--- src/rtl/audio_pkg.sv ---
// Shared audio constants and the click player's state encoding.
package audio_pkg;

  localparam logic [7:0] ROM_SILENCE = 8'h80;
  localparam int         SAMPLE_W    = 16;
  localparam int         ACC_SHIFT   = 8;
  localparam int         NORM_SHIFT  = 7;

  typedef enum logic [1:0] {
    IDLE    = 2'd0,
    PLAY    = 2'd1,
    CAPTURE = 2'd2
  } state_t;

endpackage

--- src/rtl/metronome_player_if.sv ---
// Click-sample ROM bus: registered address out, data back one clock later.
interface metronome_player_if #(
  parameter int DATA_WIDTH = 8,
  parameter int ADDR_WIDTH = 14
);
  logic [ADDR_WIDTH-1:0] rom_addr;
  logic [DATA_WIDTH-1:0] rom_q;

  modport master (output rom_addr, input rom_q);
  modport slave  (input rom_addr, output rom_q);
endinterface

--- src/rtl/metronome_tempo.sv ---
// Beat timing: counts sample ticks per beat and beats per bar, flags the
// beat event combinationally in the tick cycle and strobes one cycle later.
module metronome_tempo
  import audio_pkg::*;
#(
  parameter int PERIOD_W = 20
) (
  input  logic                clk,
  input  logic                resetn,
  input  logic                enable,
  input  logic [PERIOD_W-1:0] beat_period,
  input  logic [2:0]          beats_per_bar,
  input  logic                sample_tick,
  output logic                beat_evt,
  output logic                accent,
  output logic                beat_pulse,
  output logic                bar_pulse
);

  logic [PERIOD_W-1:0] tick_cnt;
  logic [2:0]          beat_num;
  logic [3:0]          beat_next;
  logic                running;

  assign running   = enable && (beat_period != '0);
  assign beat_evt  = running && sample_tick && (tick_cnt == '0);
  assign accent    = (beats_per_bar != 3'd0) && (beat_num == 3'd0);
  assign beat_next = {1'b0, beat_num} + 4'd1;

  // Comparing with >= lets a shortened period take effect at the next tick.
  always_ff @(posedge clk or negedge resetn) begin
    if (!resetn) begin
      tick_cnt   <= '0;
      beat_num   <= '0;
      beat_pulse <= 1'b0;
      bar_pulse  <= 1'b0;
    end else begin
      beat_pulse <= beat_evt;
      bar_pulse  <= beat_evt && accent;
      if (!running)
        tick_cnt <= '0;
      else if (sample_tick)
        tick_cnt <= (tick_cnt >= beat_period - 1'b1) ? '0 : tick_cnt + 1'b1;
      if (!enable)
        beat_num <= '0;
      else if (beat_evt)
        beat_num <= (beat_next >= {1'b0, beats_per_bar}) ? 3'd0 : beat_next[2:0];
    end
  end

endmodule

--- src/rtl/metronome_player.sv ---
// Metronome click player: walks the click ROM once per beat and streams
// signed 16-bit samples, one per audio tick, louder on the bar's first beat.
module metronome_player
  import audio_pkg::*;
#(
  parameter int DATA_WIDTH = 8,
  parameter int ADDR_WIDTH = 14,
  parameter int CLICK_LEN  = 16384,
  parameter int PERIOD_W   = 20
) (
  input  logic                       clk,
  input  logic                       resetn,
  input  logic                       enable,
  input  logic [PERIOD_W-1:0]        beat_period,
  input  logic [2:0]                 beats_per_bar,
  input  logic                       sample_tick,
  metronome_player_if.master         rom,
  output logic signed [SAMPLE_W-1:0] sample_out,
  output logic                       sample_valid,
  output logic                       beat_pulse,
  output logic                       bar_pulse,
  output logic                       playing
);

  state_t                state, next_state;
  logic [ADDR_WIDTH-1:0] idx, addr;
  logic                  accent_q;
  logic                  beat_evt, accent;
  logic                  last_idx;
  logic [SAMPLE_W-1:0]   centered, shaped;

  metronome_tempo #(.PERIOD_W(PERIOD_W)) u_tempo (
    .clk           (clk),
    .resetn        (resetn),
    .enable        (enable),
    .beat_period   (beat_period),
    .beats_per_bar (beats_per_bar),
    .sample_tick   (sample_tick),
    .beat_evt      (beat_evt),
    .accent        (accent),
    .beat_pulse    (beat_pulse),
    .bar_pulse     (bar_pulse)
  );

  assign rom.rom_addr = addr;
  assign last_idx     = (idx == ADDR_WIDTH'(CLICK_LEN - 1));

  // Zero-extend before centring so the modular subtract yields two's complement.
  assign centered = SAMPLE_W'(rom.rom_q) - SAMPLE_W'(ROM_SILENCE);
  assign shaped   = accent_q ? (centered << ACC_SHIFT) : (centered << NORM_SHIFT);

  always_ff @(posedge clk or negedge resetn) begin
    if (!resetn)
      state <= IDLE;
    else
      state <= next_state;
  end

  always_comb begin
    next_state = state;
    if (!enable) begin
      next_state = IDLE;
    end else begin
      case (state)
        IDLE, PLAY: if (sample_tick) next_state = CAPTURE;
        CAPTURE:    next_state = (beat_evt || (playing && !last_idx)) ? PLAY : IDLE;
        default:    next_state = IDLE;
      endcase
    end
  end

  // A beat is applied after the capture advance so it always restarts at 0.
  always_ff @(posedge clk or negedge resetn) begin
    if (!resetn) begin
      idx          <= '0;
      addr         <= '0;
      playing      <= 1'b0;
      accent_q     <= 1'b0;
      sample_out   <= '0;
      sample_valid <= 1'b0;
    end else if (!enable) begin
      idx          <= '0;
      addr         <= '0;
      playing      <= 1'b0;
      accent_q     <= 1'b0;
      sample_out   <= '0;
      sample_valid <= 1'b0;
    end else begin
      sample_valid <= 1'b0;
      if (state == CAPTURE) begin
        sample_valid <= 1'b1;
        sample_out   <= playing ? shaped : '0;
        if (playing) begin
          if (last_idx) begin
            playing <= 1'b0;
            idx     <= '0;
            addr    <= '0;
          end else begin
            idx  <= idx + 1'b1;
            addr <= idx + 1'b1;
          end
        end
      end
      if (beat_evt) begin
        idx      <= '0;
        addr     <= '0;
        playing  <= 1'b1;
        accent_q <= accent;
      end
    end
  end

endmodule

--- src/flat_wrapper.sv ---
// flat-port wrapper written by rule: the top's interface ports become plain ports
module metronome_player_flat import audio_pkg::*;
#(
  parameter int DATA_WIDTH = 8,
  parameter int ADDR_WIDTH = 14,
  parameter int CLICK_LEN  = 16384,
  parameter int PERIOD_W   = 20
)
  (clk, resetn, enable, beat_period, beats_per_bar, sample_tick, sample_out, sample_valid, beat_pulse, bar_pulse, playing, rom_rom_addr, rom_rom_q);
  metronome_player_if #(.DATA_WIDTH(DATA_WIDTH), .ADDR_WIDTH(ADDR_WIDTH)) rom_i ();
  input  logic clk;
  input  logic resetn;
  input  logic enable;
  input  logic [PERIOD_W-1:0] beat_period;
  input  logic [2:0] beats_per_bar;
  input  logic sample_tick;
  output logic signed [SAMPLE_W-1:0] sample_out;
  output logic sample_valid;
  output logic beat_pulse;
  output logic bar_pulse;
  output logic playing;
  output wire logic [$bits(rom_i.rom_addr)-1:0] rom_rom_addr;
  input wire logic [$bits(rom_i.rom_q)-1:0] rom_rom_q;
  assign rom_rom_addr = rom_i.rom_addr;
  assign rom_i.rom_q = rom_rom_q;
  metronome_player #(.DATA_WIDTH(DATA_WIDTH), .ADDR_WIDTH(ADDR_WIDTH), .CLICK_LEN(CLICK_LEN), .PERIOD_W(PERIOD_W)) u_core (.clk(clk), .resetn(resetn), .enable(enable), .beat_period(beat_period), .beats_per_bar(beats_per_bar), .sample_tick(sample_tick), .rom(rom_i), .sample_out(sample_out), .sample_valid(sample_valid), .beat_pulse(beat_pulse), .bar_pulse(bar_pulse), .playing(playing));
endmodule
--- config.mk ---
export PLATFORM = sky130hd
export DESIGN_NAME = metronome_player_flat
export DESIGN_NICKNAME = d
export VERILOG_FILES = /design/src/rtl/audio_pkg.sv /design/src/rtl/metronome_player_if.sv /design/src/rtl/metronome_tempo.sv /design/src/rtl/metronome_player.sv /design/src/flat_wrapper.sv
export SDC_FILE = /design/constraint.sdc
export NUM_CORES = 1
export LEC_CHECK = 0
export ABC_AREA = 1
export CAP_MARGIN = 10
export CORE_MARGIN = 2
export CORE_UTILIZATION = 30
export CTS_BUF_LIST = sky130_fd_sc_hd__clkbuf_2
export CTS_CLUSTER_DIAMETER = 40
export DETAILED_ROUTE_END_ITERATION = 8
export SYNTH_ARGS = -nofsm -noshare
export SYNTH_HDL_FRONTEND = slang
export SYNTH_HIERARCHICAL = 1
export SYNTH_SLANG_ARGS = --single-unit
--- constraint.sdc ---
create_clock -name clk -period 2.02 [get_ports clk]
set_input_delay 0.404 -clock clk [delete_from_list [all_inputs] [get_ports clk]]
set_output_delay 0.404 -clock clk [all_outputs]
set_load 0.1 [all_outputs]
After elaboration in Yosys (flattened, before gate mapping) --
Index checks and enable logic that the tools add are counted.
Word-level totals: bits in latches 0, input bits 35, memory bits (writable) 0, logic and storage cells 69, bits in registers 60, ROM bits 0, memories 0
Operators by class: add/sub/neg operators 5, shift operators 0, equal/unequal tests 9, multipliers 0, order comparisons 2, div/mod/pow operators 0, bitwise gates (word level) 0, reductions and logical operators 15, mux-type cells 28
Operators by type and width (number):
- $mux 14 | 5
- $mux 16 | 4
- $mux 20 | 3
- $add 20x1->20 const B | 1
- $ge 20x20->1 | 1
- $logic_not 20->1 | 1
- $reduce_bool 20->1 | 1
- $sub 20x1->20 const B | 1
- $add 14x1->14 const B | 1
- $eq 14x14->1 const B | 1
- $mux 1 | 10
- $mux 3 | 3
- $sub 8x8->9 const B | 1
- $logic_and 1x1->1 | 6
- $ne 3x1->1 const B | 2
- $add 3x1->4 const B | 1
- $ge 4x3->1 | 1
- $mux 2 | 2
- $ne 2x1->1 const B | 2
- $pmux 2 s2 | 1
- $logic_not 3->1 | 1
- $ne 3x3->1 const B | 1
- $reduce_bool 3->1 | 1
- $eq 2x1->1 const B | 1
- other kinds (7) | 7

Longest topological paths before layout --
word-level depth 8, depth in mapped cells 21, mapped depth without buffers 20

Hierarchy --
The synthesis kept the hierarchy.
Modules (own cells, without submodules):
- metronome_tempo | area each 2760.1 um^2, sequential area each 625.6 um^2, cells an instance 429, instances 1
- metronome_player | area each 1541.5 um^2, sequential area each 700.7 um^2, cells an instance 186, instances 1

Worst setup path after synthesis --
OpenSTA, ideal clock, no wires.
path type input port to flip-flop, start point input port beat_period[0], end point register u_core.u_tempo.tick_cnt[10], setup time 116 ps, path buffers 1, path slack -592 ps, data required time 1904 ps, stages 21, data arrival time 2495 ps, cell sequence inv_1 -> ha_1 -> nand2_1 -> nor2_2 -> nand2_1 -> nor2_2 -> nand2_1 -> nor2_1 -> xor2_1 -> inv_1 -> ha_1 -> nand2_1 -> nor2_1 -> nand2_1 -> nor2_1 -> nand2_1 -> nand3_2 -> nor2_4 -> buf_6 -> nand2_1 -> nand2_1
On the way: word-level cells in the longest chain between the ends 5, elaborated cells between the ends (all ways) 8, those cells by class 1 x add/sub; 1 x order compare; 1 x eq/ne; 3 x mux; 2 x reduce/logical
RTL lines:
- start: declaration | line flat_wrapper.sv:14 | input logic [PERIOD_W-1:0] beat_period;
- $sub 20x1->20 | line metronome_tempo.sv:43 | tick_cnt <= (tick_cnt >= beat_period - 1'b1) ? '0 : tick_cnt + 1'b1;
- $ge 20x20->1 | line metronome_tempo.sv:43
- $mux 20 | line metronome_tempo.sv:43
- $mux 20 | line metronome_tempo.sv:42 | else if (sample_tick)
- $mux 20 | line metronome_tempo.sv:40 | if (!running)
- end signal: assignment | line metronome_tempo.sv:43
- end: declaration | line metronome_tempo.sv:20 | logic [PERIOD_W-1:0] tick_cnt;
Several ways; a longest one is shown, not always the timed one. The select of a mux whose other input is x is not followed. A chain may end at the register's enable or synchronous reset.

Final worst setup path --
start point input port beat_period[1], end point register u_core.u_tempo.tick_cnt[10]
Same word-level chain as after synthesis.

==> reports/qor.txt <==
Outcome: complete, but fails checks
GR Layer Usage met3: 1.56%
Tot GR Track Use: 14.9%
ANT nets after route: 0
Total Die Area: 15300 sq um
Post-Route WL: 10900 um
# clock sinks: 53
Post-synth top area cell: dfrtp_1
Drt pass-1 iters: 4
Synth Warn #: 6
#FFs+latches synth: 53
Post-Route Setup TNS: -3250 ps
Primary FF master, synth: dfrtp_1
Hold Fails Final Rpt: 0
Power per standard cell area: 367 nW/um^2
Overflow left after global routing: 0
Logic pwr share: 29.0%
Routability Congestion: 0.857
Internal power: 1420 uW
Mapped Avg Cell Area: 6.99 sq um
Starting density of the core: 30.9%
Root Driver: clkbuf_2
Critical Path End Type: flip-flop
R2r endpoint: u_core/u_tempo/tick_cnt[10]
Routed WL per cell: 11.7 um
Critical path peak fanout: 16
Core Area: 13900 sq um
Max-slew violation count: 0
R2r setup slk: 170 ps
Async SR Flop Fraction: 100%
Via/cell ratio: 4.48
Finished layout cell area: 5940 sq um
Placement Cell Area: 5490 sq um
PortBufs: 61
Layout cells sized above 1: 28.5%
Clk slew on worst S/H paths: 300 ps
Worst path arrival time: 2610 ps
Htree depth: 2
Dpl hpwl: 8400 um
Clock power frac: 20.5%
Synth area leaders: dfrtp_1 31%, nand2_1 18%, ha_1 8.7%
Most frequent cell after synthesis: nand2_1
CTS tree: yes
Global Route met2 Usage: 26.1%
Crit start category: input port
Final Skew: 47.2 ps
Sequential Power Share: 50.5%
EDFF count, synth: 0
Static leakage: 0.00294 uW
GRT met1 Usage: 19.7%
Antenna cells: 0
CP Class: in2reg
CP endpoint: u_core/u_tempo/tick_cnt[10]
CTS Buf Count: 5
Worst Setup Slack, final: -189 ps
Later-pin clock latency in the skew report: 470 ps
CTS max path bufs: 2
Sequential-to-total area share from yosys stat: 30.8%
Worst Hold Class: in2async
Chip height: 124 um
Top cell type's share of synthesized area: 30.8%
Sw Share: 34.7%
IO Pins: 69
# setup viols final: 20
Critical path startpoint: beat_period[1]
DP Cell Count: 906
Finished Layout Cells: 934
RR Startpoint: u_core/u_tempo/tick_cnt[3]
First-pass GRT wire length: 18300 um
Syn Inst Count: 615
# fillers: 1451
Site Rows: 43
Max Freq: 453 MHz
Reported max-cap violation count: 0
Synth unique cells: 40
Layout area overhead: 38.0%
Top Usage Layer GRT: met2
Failing checks: setup timing
Antenna violations before repair: 0
Post-synthesis cell area: 4300 sq um
Peak supply drop: 0.215 mV
Switching power: 757 uW
DR iter-0 viols: 236
NumNets Final: 818
Final period util: 109%
Worst r2r path cells: 9
Most common library cells after synthesis: 208 x nand2_1, 86 x nor2_1, 62 x inv_1
Smallest hold slack: 399 ps
Min Tclk post-route: 2210 ps
Largest net degree at the start of global routing: 54
Critical path data required time: 2420 ps
Vias in the first global route: 4016
Via count: 4183
Die width: 124 um
Drt drc: 0
RSZ-0062 raised after global routing: true
logic make-up (layout without fill, tap and decap cells):
logic type	count (synthesis)	in the layout	synth area share [%]
AND/OR/NAND/NOR	378	379	39.4
other	1	7	0.0872
buffers and inverters	81	213	8.20
adder cells (fa/ha/maj)	30	30	8.73
XOR/XNOR	32	32	6.52
flip-flops	53	53	30.8
multiplexers	6	6	1.40
AO/OA/AOI/OAI	34	34	4.80
worst min path at each step:
stage	start	end	slack, ps	cells after the start
finish	resetn	u_core/rom.rom_addr[2]	400	3
global route	resetn	u_core/rom.rom_addr[12]	370	3
CTS	resetn	u_core/rom.rom_addr[13]	390	3
detailed placement	resetn	u_core/u_tempo/beat_num[0]	430	2
global placement	resetn	u_core/u_tempo/tick_cnt[11]	420	2
floorplan	resetn	u_core/accent_q	110	0
layer usage:
layer,up-vias,wire length (um)
met5,-,0
met4,0,161
met3,12,381
met2,75,5240
met1,1915,5150
li1,2181,-
flip-flops by register name, summed over array words and instances (netlist names):
name,flops
u_core/sample_out,9
u_core/state,2
u_core/u_tempo/tick_cnt,20
u_core/u_tempo/beat_pulse,1
u_core/rom.rom_addr,14
u_core/sample_valid,1
u_core/accent_q,1
u_core/playing,1
u_core/u_tempo/bar_pulse,1
u_core/u_tempo/beat_num,3
per-stage QoR:
stage	setup WS, ps	power, uW	util, %
6_report	-189	2180	42.6
5_1_grt	-334	2310	42.6
4_1_cts	-164	2180	41.8
3_5_place_dp	-1360	1700	39.4
3_3_place_gp	-1310	1700	39.4
2_1_floorplan	-490	1460	-
worst max-delay path, cell delays in order:
cell and delay (ps):
buf_12 110, inv_12 40, ha_4 130, nand2_4 50, nor2_4 120, nand2_4 80, nor2_4 100, buf_6 100
nand2_2 40, xor2_1 140, inv_1 70, ha_1 300, nand2_2 90, nor2_4 50, buf_6 110, a21oi_4 160
nand3_2 110, nor2_4 110, buf_12 150, nand2_1 60, nand2_1 60
cell usage in the layout, fill, tap and decap left out, drive strengths merged:
cell	Yosys	layout
a21oi	8	8
clkbuf	0	8
nand4	11	11
nor2	108	108
nand2	218	219
clkdlybuf4s15	0	4
and2	1	1
conb	1	7
o21ai	19	19
nor3	8	8
a21o	1	1
dfrtp	53	53
xor2	21	21
buf	12	113
inv	67	67
a21boi	1	1
a211oi	1	1
mux2i	6	6
dlygate4sd3	0	1
clkinv	2	4
ha	30	30
xnor2	11	11
o21bai	4	4
nor3b	2	2
nand3b	2	2
nand3	28	28
dlygate4sd2	0	1
clkdlybuf4s50	0	15
power by group through the flow:
stage | sequential [uW] | combinational [uW] | clock, uW
2_1_floorplan | 1180 | 273 | 0
3_3_place_gp | 1120 | 578 | 0
3_5_place_dp | 1120 | 579 | 0
4_1_cts | 1100 | 614 | 469
5_1_grt | 1110 | 689 | 518
6_report | 1100 | 631 | 447
area by class of cell:
cell class,instances,area [sq um],share of cell area (%)
clock buffer,6,30.0,0.506
clock inverter,2,13.8,0.232
inverter,69,292,4.91
multi-input combinational,488,2890,48.6
sequential,53,1330,22.4
tap,180,225,3.79
timing repair buffer,136,1160,19.6
timing repair:
item,4_1_cts,5_1_grt
hold buffers,1,0
gates cloned,0,1
endpoints found under the hold margin,53,0
buffers inserted,19,5
pin swaps,51,17
setup endpoints to repair,21,39
gates resized for setup,104,33
Power figures use the tool's default switching activity.
